==> config.mk <==
export PLATFORM = sky130hd
export DESIGN_NAME = systolic_feeder
export DESIGN_NICKNAME = d
export VERILOG_FILES = /design/src/rtl/mm_pkg.sv /design/src/rtl/skew_lane.sv /design/src/rtl/systolic_feeder.sv
export SDC_FILE = /design/constraint.sdc
export NUM_CORES = 1
export LEC_CHECK = 0
export BUFFER_PORTS_ARGS = -buffer_cell sky130_fd_sc_hd__buf_2
export CAP_MARGIN = 20
export CORE_MARGIN = 1.5
export CORE_UTILIZATION = 51
export DETAILED_ROUTE_END_ITERATION = 8
export GPL_TIMING_DRIVEN = 0
export PLACE_DENSITY = 0.68
export SYNTH_ARGS = -nofsm -noshare
export SYNTH_HDL_FRONTEND = slang
export SYNTH_SLANG_ARGS = --single-unit
==> constraint.sdc <==
create_clock -name clk -period 2.8 [get_ports clk]
set_input_delay 0.56 -clock clk [delete_from_list [all_inputs] [get_ports clk]]
set_output_delay 0.56 -clock clk [all_outputs]
set_load 0.03 [all_outputs]
==> src/rtl/mm_pkg.sv <==
// Shared minifloat definitions and feeder state encoding for the systolic matmul datapath.
// Operands are 8-bit minifloats: 1 sign bit, 3 exponent bits, 4 fraction bits.
package mm_pkg;

    localparam int DW    = 8;
    localparam int SIGN  = 1;
    localparam int EXP   = 3;
    localparam int FRACT = 4;

    // All-zero encoding; mac_unit treats it as a zero operand, so padding adds nothing.
    localparam logic [DW-1:0] ZERO = 8'h00;

    typedef enum logic [1:0] {
        IDLE,
        STREAM,
        DRAIN,
        DONE
    } feeder_state_t;

endpackage

==> src/rtl/skew_lane.sv <==
// One edge lane of the operand feeder: picks element (t - lane) of its buffer row/column,
// or ZERO when that index falls outside the matrix (leading/trailing skew padding).
module skew_lane #(
    parameter int N  = 2,
    parameter int DW = mm_pkg::DW,
    parameter int TW = $clog2(2 * N)
) (
    input  logic [TW-1:0]   lane,
    input  logic [TW-1:0]   t,
    input  logic [N*DW-1:0] operands,
    output logic [DW-1:0]   operand
);
    import mm_pkg::*;

    logic [TW:0] k;

    always_comb begin
        k       = {1'b0, t} - {1'b0, lane};
        operand = DW'(ZERO);
        if ((t >= lane) && (k < (TW + 1)'(N))) begin
            operand = operands[k*DW +: DW];
        end
    end

endmodule

==> src/rtl/systolic_feeder.sv <==
// Operand feeder for the N x N mac_unit array: buffers A and B, then streams them with
// diagonal skew on the west/north edges, and holds busy through the array drain time.
module systolic_feeder #(
    parameter int N     = 2,
    parameter int DW    = mm_pkg::DW,
    parameter int DRAIN = 4 * N
) (
    input  logic                 clk,
    input  logic                 rst_n,
    input  logic                 wr_en,
    input  logic                 wr_sel,
    input  logic [$clog2(N)-1:0] wr_row,
    input  logic [$clog2(N)-1:0] wr_col,
    input  logic [DW-1:0]        wr_data,
    input  logic                 start,
    output logic                 busy,
    output logic                 edge_valid,
    output logic [N*DW-1:0]      a_edge,
    output logic [N*DW-1:0]      b_edge,
    output logic                 done
);
    import mm_pkg::*;

    localparam int IW = $clog2(N);
    localparam int TW = $clog2(2 * N);
    localparam int CW = $clog2(DRAIN + 1);
    localparam logic [TW-1:0] T_LAST = TW'(2 * N - 2);

    feeder_state_t state, nxt_state;
    logic [TW-1:0] t, nxt_t;
    logic [CW-1:0] drain_cnt, nxt_drain;

    logic [DW-1:0] a_buf     [N][N];
    logic [DW-1:0] b_buf     [N][N];
    logic [DW-1:0] a_buf_nxt [N][N];
    logic [DW-1:0] b_buf_nxt [N][N];

    logic [N*DW-1:0] a_rows [N];
    logic [N*DW-1:0] b_cols [N];
    logic [N*DW-1:0] a_beat, b_beat;

    logic idx_ok, wr_ok;

    // Out-of-range indices only exist when N is not a power of two.
    generate
        if ((1 << IW) == N) begin : g_pow2
            assign idx_ok = 1'b1;
        end else begin : g_npow2
            assign idx_ok = (wr_row < IW'(N)) && (wr_col < IW'(N));
        end
    endgenerate

    assign wr_ok = wr_en && idx_ok && ((state == IDLE) || (state == DONE));

    // Beats are built from the post-write buffer so a write coinciding with start is seen at beat 0.
    always_comb begin
        a_buf_nxt = a_buf;
        b_buf_nxt = b_buf;
        if (wr_ok) begin
            if (wr_sel) begin
                b_buf_nxt[wr_row][wr_col] = wr_data;
            end else begin
                a_buf_nxt[wr_row][wr_col] = wr_data;
            end
        end
    end

    always_ff @(posedge clk or negedge rst_n) begin
        if (!rst_n) begin
            for (int i = 0; i < N; i++) begin
                for (int j = 0; j < N; j++) begin
                    a_buf[i][j] <= '0;
                    b_buf[i][j] <= '0;
                end
            end
        end else begin
            a_buf <= a_buf_nxt;
            b_buf <= b_buf_nxt;
        end
    end

    // Lane i of A walks row i; lane j of B walks column j.
    always_comb begin
        for (int i = 0; i < N; i++) begin
            a_rows[i] = '0;
            b_cols[i] = '0;
            for (int k = 0; k < N; k++) begin
                a_rows[i][k*DW +: DW] = a_buf_nxt[i][k];
                b_cols[i][k*DW +: DW] = b_buf_nxt[k][i];
            end
        end
    end

    for (genvar i = 0; i < N; i++) begin : g_lane
        skew_lane #(.N(N), .DW(DW), .TW(TW)) u_a_lane (
            .lane     (TW'(i)),
            .t        (nxt_t),
            .operands (a_rows[i]),
            .operand  (a_beat[i*DW +: DW])
        );
        skew_lane #(.N(N), .DW(DW), .TW(TW)) u_b_lane (
            .lane     (TW'(i)),
            .t        (nxt_t),
            .operands (b_cols[i]),
            .operand  (b_beat[i*DW +: DW])
        );
    end

    always_comb begin
        nxt_state = state;
        nxt_t     = t;
        nxt_drain = drain_cnt;
        unique case (state)
            IDLE: begin
                if (start) begin
                    nxt_state = STREAM;
                    nxt_t     = '0;
                end
            end
            STREAM: begin
                if (t == T_LAST) begin
                    nxt_state = mm_pkg::DRAIN;
                    nxt_drain = CW'(DRAIN - 1);
                end else begin
                    nxt_t = t + TW'(1);
                end
            end
            mm_pkg::DRAIN: begin
                if (drain_cnt == '0) begin
                    nxt_state = DONE;
                end else begin
                    nxt_drain = drain_cnt - CW'(1);
                end
            end
            DONE: begin
                if (start) begin
                    nxt_state = STREAM;
                    nxt_t     = '0;
                end else begin
                    nxt_state = IDLE;
                end
            end
            default: nxt_state = IDLE;
        endcase
    end

    // Every output is decoded from next-state so it lines up with the state it describes.
    always_ff @(posedge clk or negedge rst_n) begin
        if (!rst_n) begin
            state      <= IDLE;
            t          <= '0;
            drain_cnt  <= '0;
            busy       <= 1'b0;
            edge_valid <= 1'b0;
            done       <= 1'b0;
            a_edge     <= '0;
            b_edge     <= '0;
        end else begin
            state      <= nxt_state;
            t          <= nxt_t;
            drain_cnt  <= nxt_drain;
            busy       <= (nxt_state == STREAM) || (nxt_state == mm_pkg::DRAIN);
            edge_valid <= (nxt_state == STREAM);
            done       <= (nxt_state == DONE);
            a_edge     <= (nxt_state == STREAM) ? a_beat : '0;
            b_edge     <= (nxt_state == STREAM) ? b_beat : '0;
        end
    end

endmodule

# Yosys cells after proc, flatten, opt, wreduce, memory -nomap -nowiden
# Cells that the tools add are included.
# word_totals
mem_bits_ro	0
mem_count	0
latchBits	0
ram_bits	0
out_inout_bits	35
reg_bits	107
# op_classes
n_div	0
muxes	27
order_cmp	8
n_reduce_logical	12
bitwise_logic	2
eq_ne	9
add_sub_neg	3
n_mul	0
shifts	4
# op_table
op	n
32-bit 2-to-1 mux	4
32-bit bitwise mux	2
16-bit 2-to-1 mux	3
8-bit 2-to-1 mux	5
16-bit by 6-bit variable part select with 8-bit output	2
16-bit by 7-bit variable part select with 8-bit output	2
16-bit demux with 1-bit select	1
2-bit == test (second input constant)	5
2-bit 2-to-1 mux	5
8-bit demux with 1-bit select	1
4-bit 2-to-1 mux	2
2-bit one-hot mux with 4 select lines	1
4-bit one-hot mux with 2 select lines	1
1-bit logical AND	5
2-bit by 1-bit == test with 1-bit output (second input constant)	2
2-bit by 1-bit >= comparator with 1-bit output (second input constant)	2
2-bit >= comparator (second input constant)	2
4-bit logical NOT	1
2-bit by 1-bit less-than comparator with 1-bit output (second input constant)	2
2-bit != test (second input constant)	2
1-bit NOT with 2-bit output	2
2-bit one-hot mux with 2 select lines	1
4-bit by 1-bit subtractor with 4-bit output (second input constant)	1
3-bit by 2-bit less-than comparator with 1-bit output (second input constant)	1
9 further kinds	10

# Depth between registers and ports, before layout
# depth
depth_word	13
ltp_mapped	11

# Hierarchy
# Synthesis repeated with hierarchy kept, for this count alone.
# hier_totals
hier_cells	363
area_unflattened_um2	4808.4
# by_module_without_submodules
mod	cells_per_inst	n_inst	area_per_inst_um2
systolic_feeder	271	1	4117.7
skew_lane	23	4	172.7

# Worst setup path before layout
# Ideal clock, no wire load.
# synth_path
kind	register to register
from	reg t[1]
to	reg a_edge[10]
path_buffers	1
setup_time_ns	0.082
period_less_slack_ns	2.214
setup_slack_ns	0.586
arrival_ns	2.132
stages_incl_launch_ff	10
path_cell_list	dfrtp_1 -> ha_1 -> nand2b_1 -> nor3b_1 -> o221ai_1 -> ha_1 -> and3b_1 -> nand2_1 -> buf_4 -> o22ai_1
# synth_lines
item	line	text
from (decl)	systolic_feeder.sv:30	logic [TW-1:0] t, nxt_t;
from (signal assigned)	systolic_feeder.sv:160	t <= nxt_t;
2-bit == test	systolic_feeder.sv:121	if (t == T_LAST) begin
2-bit 2-to-1 mux	systolic_feeder.sv:121	
2-bit one-hot mux with 4 select lines	systolic_feeder.sv:113	unique case (state)
net nxt_state[0]	systolic_feeder.sv:29	feeder_state_t state, nxt_state;
2-bit by 1-bit == test with 1-bit output	systolic_feeder.sv:165	a_edge <= (nxt_state == STREAM) ? a_beat : '0;
16-bit 2-to-1 mux	systolic_feeder.sv:165	
to (signal assigned)	systolic_feeder.sv:165	
to (decl)	systolic_feeder.sv:18	output logic [N*DW-1:0] a_edge,
# The timed path passes the listed nets, and every way through them passes these cells.
# A chain may end at the register's enable or synchronous reset.

# Final worst setup path
# layout_path
from	reg state[0]
to	reg b_edge[10]
# layout_lines
item	line	text
from (decl)	systolic_feeder.sv:29	
from (signal assigned)	systolic_feeder.sv:159	state <= nxt_state;
2-bit == test, or another cell as far along	systolic_feeder.sv:113	
2-bit one-hot mux with 4 select lines (*)	systolic_feeder.sv:113	
net nxt_state[0]	systolic_feeder.sv:29	
2-bit by 1-bit == test with 1-bit output (*)	systolic_feeder.sv:166	b_edge <= (nxt_state == STREAM) ? b_beat : '0;
16-bit 2-to-1 mux (*)	systolic_feeder.sv:166	
to (signal assigned)	systolic_feeder.sv:166	
to (decl)	systolic_feeder.sv:19	output logic [N*DW-1:0] b_edge,
# The timed path passes the listed nets; every way through them passes the cells marked *.

==> flow_summary.yaml <==
outcome:
  outcome: "finished, final reports clean"
setup_path:
  cp_max_fo: 10
  required_ns: 3.07
  timing.rr.start: "state[0]$_DFF_PN0_"
  path_class: "reg2reg"
  arrival_ns: 2.86
  r2r_cells: 10
  r2r_end: "b_edge[10]$_DFF_PN0_"
  end_kind: "register"
  r2r_setup_slack_ns: 0.21
  cp-start-kind: "register"
layout:
  stdcell_count: 513
  final_common_cell: "dfrtp_1"
  nFillCells: 690
  postLayoutCoreUtil_pct: 60.46
  final_cell_area_um2: 5042
  syn2layout_area_growth_pct: 12.92
  antenna_cells: 0
  final_layout_size_suffix_gt1_share_pct: 22.79
  mostFrequentLayoutCells: "dfrtp_1 (107), inv_1 (73), mux2i_1 (64)"
  nNetsFinal: 428
detailed_routing:
  firstDrtPassIters: 4
  vias: 2645
  drt_iter0_markers: 72
  routed_via_density: 5.156
  wl_per_cell_um: 15.80
  ant_nets: 0
  drc: 0
  wirelength_mm: 8.103
cts:
  cts.root.buffer_cell: "clkbuf_8"
  cts_tree: "built"
  cts_made_buffers: 9
  clk_latency_ns: 0.36
  cts.reportedPaths.clkPinSlew_ns: 0.10
  cts_num_sinks: 107
  htreeDepth: 3
  cts.path.max_buffers: 2
  postCtsHoldBufs: 0
sta:
  finalHoldViolCount: 0
  drv_slew: 0
  fin_ws_ns: 0.2108
  finalSetupViolCount: 0
  whs_ns: 0.2219
  tns_ns: 0
  skew_ns: 0.01025
  worst_pin_slew_ns: 0.6960
  timing.final.crit_share_pct: 92.47
  rsz0062_at_grt: "false"
  slew_headroom_pct: 53.60
  fmax_mhz: 386.2
  period_needed_ns: 2.589
power:
  pwr_density_cell_nw_per_um2: 1105
  fin_total_pwr_mw: 5.571
  max-vdd-ir-drop_uv: 529.3
  p_leak_nw: 2.859
yosys:
  yosys.area_share.simple_pct: 5.240
  ys_ff_latch: 107
  synth_top_area_share_pct: 59.96
  synth_top_family_by_area: "multiplexers"
  syn-instance-count: 350
  synth.avg_cell_area_um2: 12.76
  synth_seq_area_share_pct: 59.96
  synth_xor_area_share_pct: 0
  ys_types: 38
  synth_compound_area_share_pct: 8.013
  yosys.area.top_type: "dfrtp_1"
  syn_nets: 375
  synth_fa_ha_area_share_pct: 2.802
  ys_warn_count: 0
  synth_area_um2: 4466
  synth.mux.area_fraction_pct: 14.35
  synth_area_leaders: "dfrtp_1 (60%), mux2i_1 (14%), inv_1 (6.1%)"
die:
  start_util_pct: 53.54
  rows: 33
  die-width_um: 96.58
  dieArea_um2: 9327
  fp.dieH_um: 96.58
  coreArea_um2: 8341
  pin_count: 50
grt:
  grt_first_pass_wirelength_mm: 13.34
  grt_use_total_pct: 19.34
  grt_overflow: 0
  antenna_found_initial: 0
  grt_max_degree: 56
  grt_pass1_vias: 2680
run:
  cap_violations: 0
placement:
  post-dp-hpwl_mm: 5.483
  place.gp.congestion: 0.7232
  dpl_cell_area_um2: 4832
  numPortBuffers: 41
  place_ws_ns: 0.002379
  place_inst: 497
min_path:
  hold_path.class: "in2async"
area by class of cell:
class / count / area, um2 / area share [%]
Buffer: 19 / 147.6 / 2.928
Clock buffer: 10 / 127.6 / 2.531
Clock inverter: 6 / 71.32 / 1.414
Inverter: 74 / 282.8 / 5.608
Multi-Input combinational cell: 150 / 1369 / 27.15
Sequential cell: 107 / 2678 / 53.10
Tap cell: 105 / 131.4 / 2.605
Timing Repair Buffer: 42 / 235.2 / 4.665
synth_stat cells, drive strengths merged:
library cell,n
nand2b,2
o21ai,5
dfrtp,107
nor3b,4
nand4bb,1
mux2i,64
and3,1
o221ai,1
clkbuf,3
o31ai,1
inv,74
or4,1
nor2b,1
a31oi,1
o22a,1
buf,16
o21bai,1
nand3b,3
nand3,3
nand2,6
nand4,1
ha,10
a21oi,3
nor2,4
o22ai,32
a22oi,1
and3b,1
a22o,2
critical path, stage by stage, from the launching register on:
cell,delay (ns)
dfrtp_1,0.42
inv_1,0.13
ha_1,0.18
buf_6,0.14
nand4bb_1,0.21
o221ai_2,0.28
ha_2,0.33
and3b_1,0.27
nand2_2,0.16
buf_4,0.22
o22ai_1,0.16
what timing repair did:
item / CTS / global route
endpoints found under the hold margin: 0 / 0
cloned: 0 / 0
pin swaps: 0 / 0
buffers inserted: 0 / 0
setup endpoints to repair: 1 / 10
resized for setup: 1 / 2
metal layers:
metal,GRT usage [%],routed length (um),vias to the layer above
met4,5.797,107,0
met5,0,0,-
li1,-,-,1251
met1,26.27,3866,1328
met3,4.225,292,11
met2,31.24,3837,55
cells by family after synthesis:
group | Yosys count
compound gates | 48
fa+ha+maj | 10
buf+inv | 93
flops | 107
mux | 64
simple gates | 28
worst max-delay path by stage:
stage	startpoint	to	slack [ns]
detailed placement	state[0]$_DFF_PN0_	b_edge[10]$_DFF_PN0_	0.002
floorplan	t[1]$_DFF_PN0_	a_edge[10]$_DFF_PN0_	0.59
finish	state[0]$_DFF_PN0_	b_edge[10]$_DFF_PN0_	0.21
global placement	rst_n	a_edge[6]$_DFF_PN0_	0.02
CTS	state[0]$_DFF_PN0_	b_edge[10]$_DFF_PN0_	0.06
global route	state[0]$_DFF_PN0_	b_edge[10]$_DFF_PN0_	0.06
state kept, by name, indices dropped and copies added (netlist names):
register / flops
t: 2
a_edge: 16
state: 2
done: 1
busy: 1
b_edge: 16
edge_valid: 1
drain_cnt: 4
b_buf: 32
a_buf: 32
power breakdown:
part | switching (mW) | internal, mW | total, mW
sequential | 0.180 | 2.16 | 2.34
combinational | 1.45 | 0.842 | 2.29
clock | 0.519 | 0.422 | 0.941
Power figures use the tool's default switching activity.
